==> src/rtl/icache_2way_if.sv <==
// Fetch-side and refill-side bus of the two-way instruction cache.
// master: fetch unit plus instruction memory (drives pc_address/read and the refill return).
// slave : the cache (drives busywait/readdata and the refill request).
interface icache_2way_if #(
   parameter int ADDR_W    = 10,
   parameter int WOFF_BITS = 2
);
   localparam int BLK_W   = 32 << WOFF_BITS;
   localparam int BADDR_W = ADDR_W - 2 - WOFF_BITS;

   // fetch side
   logic [ADDR_W-1:0]  pc_address;
   logic               read;
   logic               busywait;
   logic [31:0]        readdata;
   // refill side
   logic               mem_read;
   logic [BADDR_W-1:0] mem_address;
   logic [BLK_W-1:0]   mem_readdata;
   logic               mem_busywait;

   modport master (
      output pc_address, read, mem_readdata, mem_busywait,
      input  busywait, readdata, mem_read, mem_address
   );

   modport slave (
      input  pc_address, read, mem_readdata, mem_busywait,
      output busywait, readdata, mem_read, mem_address
   );
endinterface

==> src/rtl/icache_2way.sv <==
// Two-way set-associative instruction cache with per-set LRU, whole-cache flush and saturating counters.
// Latency: hits return data combinationally (0 stall); a miss stalls N+3 cycles (N = memory busy cycles).
// Backpressure: busywait stalls the fetch unit; mem_busywait holds the cache in MEM_READ until the block arrives.
// Ports: clock, reset (sync, active-high), flush, bus (icache_2way_if.slave), hit_count, miss_count.
module icache_2way #(
   parameter int ADDR_W     = 10,
   parameter int WOFF_BITS  = 2,
   parameter int INDEX_BITS = 2,
   parameter int CNT_W      = 16
) (
   input  logic             clock,
   input  logic             reset,
   input  logic             flush,
   icache_2way_if.slave     bus,
   output logic [CNT_W-1:0] hit_count,
   output logic [CNT_W-1:0] miss_count
);
   localparam int BLK_W   = 32 << WOFF_BITS;
   localparam int SETS    = 1 << INDEX_BITS;
   localparam int TAG_W   = ADDR_W - 2 - WOFF_BITS - INDEX_BITS;
   localparam int BADDR_W = ADDR_W - 2 - WOFF_BITS;

   typedef enum logic [1:0] {IDLE, MEM_READ, C_UPDATE} state_t;

   state_t              state_q;
   logic [SETS-1:0]     valid_q [2];
   logic [SETS-1:0]     lru_q;          // names the least-recently-used way of each set
   logic [TAG_W-1:0]    tag_q   [2][SETS];
   logic [BLK_W-1:0]    data_q  [2][SETS];
   logic                victim_q;
   logic                flush_pending_q;
   logic                mem_read_q;
   logic [BADDR_W-1:0]  mem_addr_q;
   logic [CNT_W-1:0]    hit_count_q, miss_count_q;
   logic [CNT_W-1:0]    hit_count_d, miss_count_d;

   // address split
   logic [WOFF_BITS-1:0]  woff;
   logic [INDEX_BITS-1:0] idx;
   logic [TAG_W-1:0]      tag;
   logic                  unused_pc;
   assign woff      = bus.pc_address[2 +: WOFF_BITS];
   assign idx       = bus.pc_address[2+WOFF_BITS +: INDEX_BITS];
   assign tag       = bus.pc_address[ADDR_W-1 -: TAG_W];
   assign unused_pc = ^bus.pc_address[1:0];

   // combinational lookup
   logic [1:0]       hit_w;
   logic             hit;
   logic             hit_ok;
   logic             victim;
   logic [BLK_W-1:0] blk_sel;
   assign hit_w[0] = valid_q[0][idx] && (tag_q[0][idx] == tag);
   assign hit_w[1] = valid_q[1][idx] && (tag_q[1][idx] == tag);
   assign hit      = |hit_w;
   assign blk_sel  = hit_w[1] ? data_q[1][idx] : data_q[0][idx];
   // A pending flush must be applied before anything is served, so a would-be hit stalls that cycle.
   assign hit_ok   = (state_q == IDLE) && hit && !flush_pending_q;
   assign victim   = !valid_q[0][idx] ? 1'b0 :
                     !valid_q[1][idx] ? 1'b1 : lru_q[idx];

   assign bus.busywait    = bus.read && !hit_ok;
   assign bus.readdata    = hit ? blk_sel[{woff, 5'd0} +: 32] : 32'd0;
   assign bus.mem_read    = mem_read_q;
   assign bus.mem_address = mem_addr_q;
   assign hit_count       = hit_count_q;
   assign miss_count      = miss_count_q;

   assign hit_count_d  = (hit_count_q  == {CNT_W{1'b1}}) ? hit_count_q  : hit_count_q  + CNT_W'(1);
   assign miss_count_d = (miss_count_q == {CNT_W{1'b1}}) ? miss_count_q : miss_count_q + CNT_W'(1);

   // Refill target comes from the latched block address: pc may move once read drops mid-refill.
   logic [INDEX_BITS-1:0] fill_idx;
   logic [TAG_W-1:0]      fill_tag;
   logic                  fill_en;
   assign fill_idx = mem_addr_q[INDEX_BITS-1:0];
   assign fill_tag = mem_addr_q[BADDR_W-1 -: TAG_W];
   assign fill_en  = (state_q == MEM_READ) && !bus.mem_busywait && !reset;

   // Control FSM and all reset state.
   always_ff @(posedge clock) begin
      if (reset) begin
         state_q         <= IDLE;
         valid_q[0]      <= '0;
         valid_q[1]      <= '0;
         lru_q           <= '0;
         victim_q        <= 1'b0;
         flush_pending_q <= 1'b0;
         mem_read_q      <= 1'b0;
         mem_addr_q      <= '0;
         hit_count_q     <= '0;
         miss_count_q    <= '0;
      end else begin
         case (state_q)
            IDLE: begin
               if (!flush_pending_q && bus.read) begin
                  if (hit) begin
                     lru_q[idx]  <= ~hit_w[1];
                     hit_count_q <= hit_count_d;
                  end else begin
                     state_q      <= MEM_READ;
                     miss_count_q <= miss_count_d;
                     victim_q     <= victim;
                     mem_read_q   <= 1'b1;
                     mem_addr_q   <= {tag, idx};
                  end
               end
               // Flush overrides the LRU update above; a hit in this cycle is still served.
               if (flush || flush_pending_q) begin
                  valid_q[0]      <= '0;
                  valid_q[1]      <= '0;
                  lru_q           <= '0;
                  flush_pending_q <= 1'b0;
               end
            end
            MEM_READ: begin
               if (flush) flush_pending_q <= 1'b1;
               if (fill_en) begin
                  valid_q[victim_q][fill_idx] <= 1'b1;
                  lru_q[fill_idx]             <= ~victim_q;
                  mem_read_q                  <= 1'b0;
                  state_q                     <= C_UPDATE;
               end
            end
            C_UPDATE: begin
               if (flush) flush_pending_q <= 1'b1;
               state_q <= IDLE;
            end
            default: state_q <= IDLE;
         endcase
      end
   end

   // Tag and data arrays carry no reset; valid bits qualify them.
   always_ff @(posedge clock) begin
      if (fill_en) begin
         data_q[victim_q][fill_idx] <= bus.mem_readdata;
         tag_q[victim_q][fill_idx]  <= fill_tag;
      end
   end
endmodule

==> src/flat_wrapper.sv <==
// flat-port wrapper written by rule: the top's interface ports become plain ports
module icache_2way_flat 
#(
   parameter int ADDR_W     = 10,
   parameter int WOFF_BITS  = 2,
   parameter int INDEX_BITS = 2,
   parameter int CNT_W      = 16
)
  (clock, reset, flush, hit_count, miss_count, bus_pc_address, bus_read, bus_mem_readdata, bus_mem_busywait, bus_busywait, bus_readdata, bus_mem_read, bus_mem_address);
  icache_2way_if #(.ADDR_W(ADDR_W), .WOFF_BITS(WOFF_BITS)) bus_i ();
  input  logic clock;
  input  logic reset;
  input  logic flush;
  output logic [CNT_W-1:0] hit_count;
  output logic [CNT_W-1:0] miss_count;
  input wire logic [$bits(bus_i.pc_address)-1:0] bus_pc_address;
  input wire logic [$bits(bus_i.read)-1:0] bus_read;
  input wire logic [$bits(bus_i.mem_readdata)-1:0] bus_mem_readdata;
  input wire logic [$bits(bus_i.mem_busywait)-1:0] bus_mem_busywait;
  output wire logic [$bits(bus_i.busywait)-1:0] bus_busywait;
  output wire logic [$bits(bus_i.readdata)-1:0] bus_readdata;
  output wire logic [$bits(bus_i.mem_read)-1:0] bus_mem_read;
  output wire logic [$bits(bus_i.mem_address)-1:0] bus_mem_address;
  assign bus_i.pc_address = bus_pc_address;
  assign bus_i.read = bus_read;
  assign bus_i.mem_readdata = bus_mem_readdata;
  assign bus_i.mem_busywait = bus_mem_busywait;
  assign bus_busywait = bus_i.busywait;
  assign bus_readdata = bus_i.readdata;
  assign bus_mem_read = bus_i.mem_read;
  assign bus_mem_address = bus_i.mem_address;
  icache_2way #(.ADDR_W(ADDR_W), .WOFF_BITS(WOFF_BITS), .INDEX_BITS(INDEX_BITS), .CNT_W(CNT_W)) u_core (.clock(clock), .reset(reset), .flush(flush), .bus(bus_i), .hit_count(hit_count), .miss_count(miss_count));
endmodule
==> config.mk <==
export PLATFORM = sky130hd
export DESIGN_NAME = icache_2way_flat
export DESIGN_NICKNAME = d
export VERILOG_FILES = /design/src/rtl/icache_2way_if.sv /design/src/rtl/icache_2way.sv /design/src/flat_wrapper.sv
export SDC_FILE = /design/constraint.sdc
export NUM_CORES = 1
export LEC_CHECK = 0
export ABC_AREA = 1
export ABC_CLOCK_PERIOD_IN_PS = 7100
export CORE_UTILIZATION = 35
export DETAILED_ROUTE_END_ITERATION = 10
export DONT_BUFFER_PORTS = 1
export SLEW_MARGIN = 0
export SYNTH_ARGS = -nofsm -noshare
export SYNTH_HDL_FRONTEND = slang
export SYNTH_SLANG_ARGS = --single-unit
==> constraint.sdc <==
create_clock -name clock -period 7.1 [get_ports clock]
set_input_delay 1.065 -clock clock [delete_from_list [all_inputs] [get_ports clock]]
set_output_delay 1.065 -clock clock [all_outputs]
set_load 0.02 [all_outputs]
# Yosys cells after proc, flatten, opt, wreduce, memory -nomap -nowiden
# Memories as Yosys holds them, arrays and structs flattened.
# Cells that the tools add are included.
[classes] addsub=2 multipliers=0 n_div=0 n_lt_le_gt_ge=7 eq_ne=13 shifts=1 mux=65 n_bitwise=9 n_reduce_logical=29
[op_table] op="128-bit 2-to-1 mux" n=6
[op_table] op="128-bit binary-select mux with 2-bit select" n=2
[op_table] op="512-bit 2-to-1 mux" n=1
[op_table] op="128-bit demux with 2-bit select" n=1
[op_table] op="128-bit by 8-bit indexed part select with 32-bit output" n=1
[op_table] op="4-bit 2-to-1 mux" n=14
[op_table] op="16-bit by 1-bit adder with 16-bit output (second input constant)" n=2
[op_table] op="16-bit equality test (second input constant)" n=2
[op_table] op="32-bit 2-to-1 mux" n=1
[op_table] op="1-bit 2-to-1 mux" n=22
[op_table] op="4-bit binary-select mux with 2-bit select" n=2
[op_table] op="16-bit 2-to-1 mux" n=1
[op_table] op="4-bit AND reduction" n=4
[op_table] op="1-bit logical AND" n=11
[op_table] op="3-bit AND reduction" n=3
[op_table] op="4-bit bitwise mux" n=2
[op_table] op="4-bit demux with 2-bit select" n=1
[op_table] op="4-bit equality test" n=2
[op_table] op="4-bit one-hot mux with 2 select lines" n=1
[op_table] op="1-bit binary-select mux with 2-bit select" n=3
[op_table] op="3-bit >= comparator (second input constant)" n=2
[op_table] op="2-bit by 3-bit < comparator with 1-bit output (second input constant)" n=2
[op_table] op="2-bit 2-to-1 mux" n=3
[op_table] op="2-bit != test (second input constant)" n=3
[op_table] op="other kinds (19)" n=34
[totals] regBits=47 latch_bits=0 ramBits=1064 mem_bits_ro=0 input_bits=143 output_inout_bits=72 word_cells=137 mem_count=3
[memory_table] memory="u_core.data_q" depth=2 width=512 rd=2 rd_ports_with_merged_regs=0 wr=1 line_no="icache_2way.sv:29" rtl="logic [BLK_W-1:0] data_q [2][SETS];"
[memory_table] memory="u_core.tag_q" depth=2 width=16 rd=2 rd_ports_with_merged_regs=0 wr=1 line_no="icache_2way.sv:28" rtl="logic [TAG_W-1:0] tag_q [2][SETS];"
[memory_table] memory="u_core.valid_q" depth=2 width=4 rd=2 rd_ports_with_merged_regs=0 wr=2 line_no="icache_2way.sv:26" rtl="logic [SETS-1:0] valid_q [2];"

# Depth between registers and ports, before layout
[depth] word_depth=12 mapped_depth=18 depth_no_buf=16

# Least setup slack after synthesis
# No wires, ideal clock.
[synth_path] path_type="input port to flip-flop" startpoint="input port bus_mem_busywait" endpoint="memory u_core.data_q[0][0] (netlist bit) (enable)" setup_time_ps=626 t_arrival_ps=7096 required_time_ps=6474 path_slack_ps=-622 path_stages=3 path_buffers=0 path_cell_list="nor3_1 > nand2_1 > nor2_1"
[synth_via] elab_chain_cells=5
[synth_rtl] item="from (decl)" line_no="flat_wrapper.sv:19" rtl="input wire logic [$bits(bus_i.mem_busywait)-1:0] bus_mem_busywait;"
[synth_rtl] item="1-bit zero test" line_no="icache_2way.sv:78" rtl="assign fill_en = (state_q == MEM_READ) && !bus.mem_busywait && !reset;"
[synth_rtl] item="1-bit logical AND (2 in a row)" line_no="icache_2way.sv:78"
[synth_rtl] item="1-bit 2-to-1 mux" line_no="icache_2way.sv:136" rtl="if (fill_en) begin"
[synth_rtl] item="512-bit 2-to-1 mux (not written as such)" line_no="icache_2way.sv:137" rtl="data_q[victim_q][fill_idx] <= bus.mem_readdata;"
[synth_rtl] item="to (decl)" line_no="icache_2way.sv:29"
# No other way between the ends.

# Worst setup path in the final report
[layout_path] startpoint="input port bus_pc_address[5]" endpoint="output port bus_readdata[29]"
[layout_via] elab_chain_cells=9 elab_cells_between_ends=25 cone_classes="2 x eq/ne; 1 x shift; 18 x mux; 1 x bitwise; 3 x reduce/logical"
[layout_rtl] item="from (decl)" line_no="flat_wrapper.sv:16" rtl="input wire logic [$bits(bus_i.pc_address)-1:0] bus_pc_address;"
[layout_rtl] item="2-bit NOT with 3-bit output (not written as such)" line_no="icache_2way.sv:53, icache_2way.sv:54, icache_2way.sv:56"
[layout_rtl] item="4-bit binary-select mux with 2-bit select" line_no="icache_2way.sv:54" rtl="assign hit_w[1] = valid_q[1][idx] && (tag_q[1][idx] == tag);"
[layout_rtl] item="4-bit 2-to-1 mux (not written as such) (2 in a row)" line_no="icache_2way.sv:54"
[layout_rtl] item="4-bit equality test" line_no="icache_2way.sv:54"
[layout_rtl] item="1-bit logical AND" line_no="icache_2way.sv:54"
[layout_rtl] item="128-bit 2-to-1 mux" line_no="icache_2way.sv:56" rtl="assign blk_sel = hit_w[1] ? data_q[1][idx] : data_q[0][idx];"
[layout_rtl] item="128-bit by 8-bit indexed part select with 32-bit output" line_no="icache_2way.sv:63" rtl="assign bus.readdata = hit ? blk_sel[{woff, 5'd0} +: 32] : 32'd0;"
[layout_rtl] item="32-bit 2-to-1 mux (*)" line_no="icache_2way.sv:63"
[layout_rtl] item="to (decl)" line_no="flat_wrapper.sv:21" rtl="output wire logic [$bits(bus_i.readdata)-1:0] bus_readdata;"
# Every way passes the cells marked *; elsewhere a longest branch is shown, timed or not. The select of a mux whose other input is x is not followed.

==> results.toml <==
[run_status]
status = "completed"

[synth]
synth_compound_area_share_pct = 11.8
synthAdderAreaFrac_pct = 0.177
synthSimpleGateAreaFrac_pct = 7.45
syn-cell-area_sq_mm = 0.0423
synth_nets = 3074
synth_top_family_by_area = "compound AO/OA/AOI/OAI gates"
synth_xor_area_share_pct = 0.497
yosysTopAreaCell = "edfxtp_1"
syn_avg_cell_area_sq_um = 14.5
seq_area_frac_synth_pct = 77.5
ys_ff_latch = 1111
yosys-mux-area-fraction_pct = 0
synth.top_cell.area_share_pct = 74.9
yosysWarnings = 0
synth_cell_types = 39
syn_inst = 2925
ys_top_cells_by_area = "edfxtp_1, o22ai_1, dfxtp_1"

[critical_path]
path_class = "in2out"
slowest_stage = "nor2_1"
cp-start-kind = "input pin"
arrival_ns = 4.26
crit_top_cell = "nand2_1"
slowest_delay_ns = 0.62
path_buf_inv = 2
cp_max_fo = 63
reg2reg_setup_slack_ns = 3.48
cp-end-kind = "output port"
critPathTopFamily = "simple AND/OR/NAND/NOR gates"
path_cells = "inv_2, nand2_8, nor2_1, a21oi_1, nand2_1, nand2_1, nor2_4, nand2_8, buf_4, o21ai_1, nand3_1, nand3_1, nand2_1, nor2_1"
cp.required_ns = 6.03

[power]
leakage_nw = 14.9
peakVddDrop_v = 0.000237
powerDensity_mw_per_mm2 = 293

[detailed_routing]
wl_per_cell_um = 25.8
first_pass_iters = 5
drc_errors = 0
final_antenna_net_count = 0
vias_per_cell = 5.50
vias = 25300
wl_um = 118000
drt_iter0_drc = 2671

[global_routing]
grt_max_degree = 152
grt_overflow_total = 0
grt_usage_pct = 18.9
antenna_found_initial = 3
grt_pass1_wl_um = 169000
grt_pass1_vias = 24100

[clock_tree]
clock_latency_ns = 0.70
cts.repair.resized = 0
post-cts-setup-buffer-count = 0
htree_levels = 3
path_clk_slew_ns = 0.06
cts_root_buf = "clkbuf_16"
cts_buffer_depth = 3
cts_sinks = 1111
hold_buffers = 0
cts_buffers = 110
cts_tree = "done"

[sta]
whs_ns = 0.434
hold_viol_final = 0
worst_slew_pin_slew_ns = 1.08
slew_headroom_pct = 28.1
setup_violations = 0
rsz0062_at_grt = "no"
fmaxAchievable_ghz = 0.188
slew_violations = 0
period_needed_ns = 5.33
skew_ns = 0.0441
fin_crit_sh_pct = 75.0

[floorplanning]
die_height_um = 350
start_util_pct = 35.3
die_width_um = 350
core-area_sq_mm = 0.120
pin_count = 215
rows = 127
die_area_sq_mm = 0.122

[layout]
final_util_pct = 39.8
nets = 3034
drive_gt1_share_pct = 7.46
area_delta_synth_final_pct = 12.8

[place]
portBuffers = 0
dp.final_hpwl_um = 61100
place.gp.congestion = 0.820

[flow_run]
cap_violations = 0

[hold_path]
min_path_type = "in2reg"
where the power goes:
| group | internal (mW) | switching (mW) | leakage [nW] |
|---|---|---|---|
| Combinational | 0.217 | 0.570 | 3.20 |
| Sequential | 7.31 | 0.0974 | 9.95 |
| Clock | 3.27 | 2.50 | 1.73 |
| Total | 10.8 | 3.17 | 14.9 |
placed cells by master (no fill, tap or decap), drive strengths merged, types with 19 or more instances in the layout:
master / count
o22ai: 417
nand4: 19
o221ai: 32
dfxtp: 55
clkbuf: 137
buf: 40
clkinv: 53
a21oi: 41
nor2: 220
o21ai: 143
o211ai: 62
o22a: 31
edfxtp: 1056
nand3: 202
inv: 69
o211a: 31
nand2: 283
sequential cells by signal, summed over array words and instances, names as in the netlist:
signal and flops:
u_core.tag_q 32, u_core.lru_q 4, u_core.bus.mem_address 6, u_core.miss_count 16, u_core.state_q 2, u_core.valid_q 8
u_core.data_q 1024, u_core.victim_q 1, u_core.bus.mem_read 1, u_core.flush_pending_q 1, u_core.hit_count 16
synthesized netlist by cell type, drive strengths merged:
cell type	count
a2111oi	1
o221ai	32
xnor2	6
ha	6
o211a	31
nor3b	1
a22o	2
xor2	18
edfxtp	1056
nor3	13
clkbuf	127
nand4	19
o22a	31
o22ai	417
o211ai	62
nand3b	1
buf	65
a31oi	4
nand3	202
a41oi	1
a22oi	2
dfxtp	55
a221oi	6
nand2	283
nor4	5
clkinv	5
inv	67
a21oi	41
nor2	220
o21ai	143
o31ai	3
layer usage:
layer | share of wire (%) | up-vias | global-route usage, %
met5 | 0.010 | - | 0
met4 | 2.8 | 2 | 5.73
met3 | 11 | 168 | 7.29
met2 | 45 | 957 | 28.6
met1 | 41 | 12800 | 25.0
li1 | - | 11300 | -
metrics by stage:
step	setup slack [ns]	std cells	area [sq um]	total power, mW	setup TNS (ns)
floorplan	-0.622	2925	42300	8.08	-656.39
global placement	1.70	4385	44200	8.33	0
detailed placement	1.69	4385	44200	8.33	0
CTS	1.68	4588	47700	14.1	0
global route	1.52	4588	47700	14.4	0
finish	1.77	4589	47700	14.0	0
cells by family after synthesis:
| kind of cell | Yosys count |
|---|---|
| xor gates and xnor gates | 24 |
| DFF | 1111 |
| buffers and inverters | 264 |
| and+or+nand+nor | 744 |
| AOI/OAI and AO/OA | 776 |
| adders and majority gates | 6 |
worst paths after layout:
kind                                      startpoint               endpoint  depth (start not counted)
worst max-delay path               bus_pc_address[5]       bus_readdata[29]                         14
worst min-delay path                           reset   u_core.miss_count[0]                          1
worst max register to register     u_core.state_q[1]  u_core.data_q[1][295]                          7
worst min register to register  u_core.valid_q[1][0]   u_core.valid_q[1][0]                          2
layout make-up:
type                    instances  area (sq um)
flip-flops and latches       1111         32800
clock buffers                 137          2850
repair buffers                 40           488
clock inverters                66           719
multi-input cells            1550          8560
well taps                    1612          2020
inverters                      72           285
fillers                     10900         72200
diodes                          1          2.50
No activity file was read; power rests on OpenSTA's default activity.
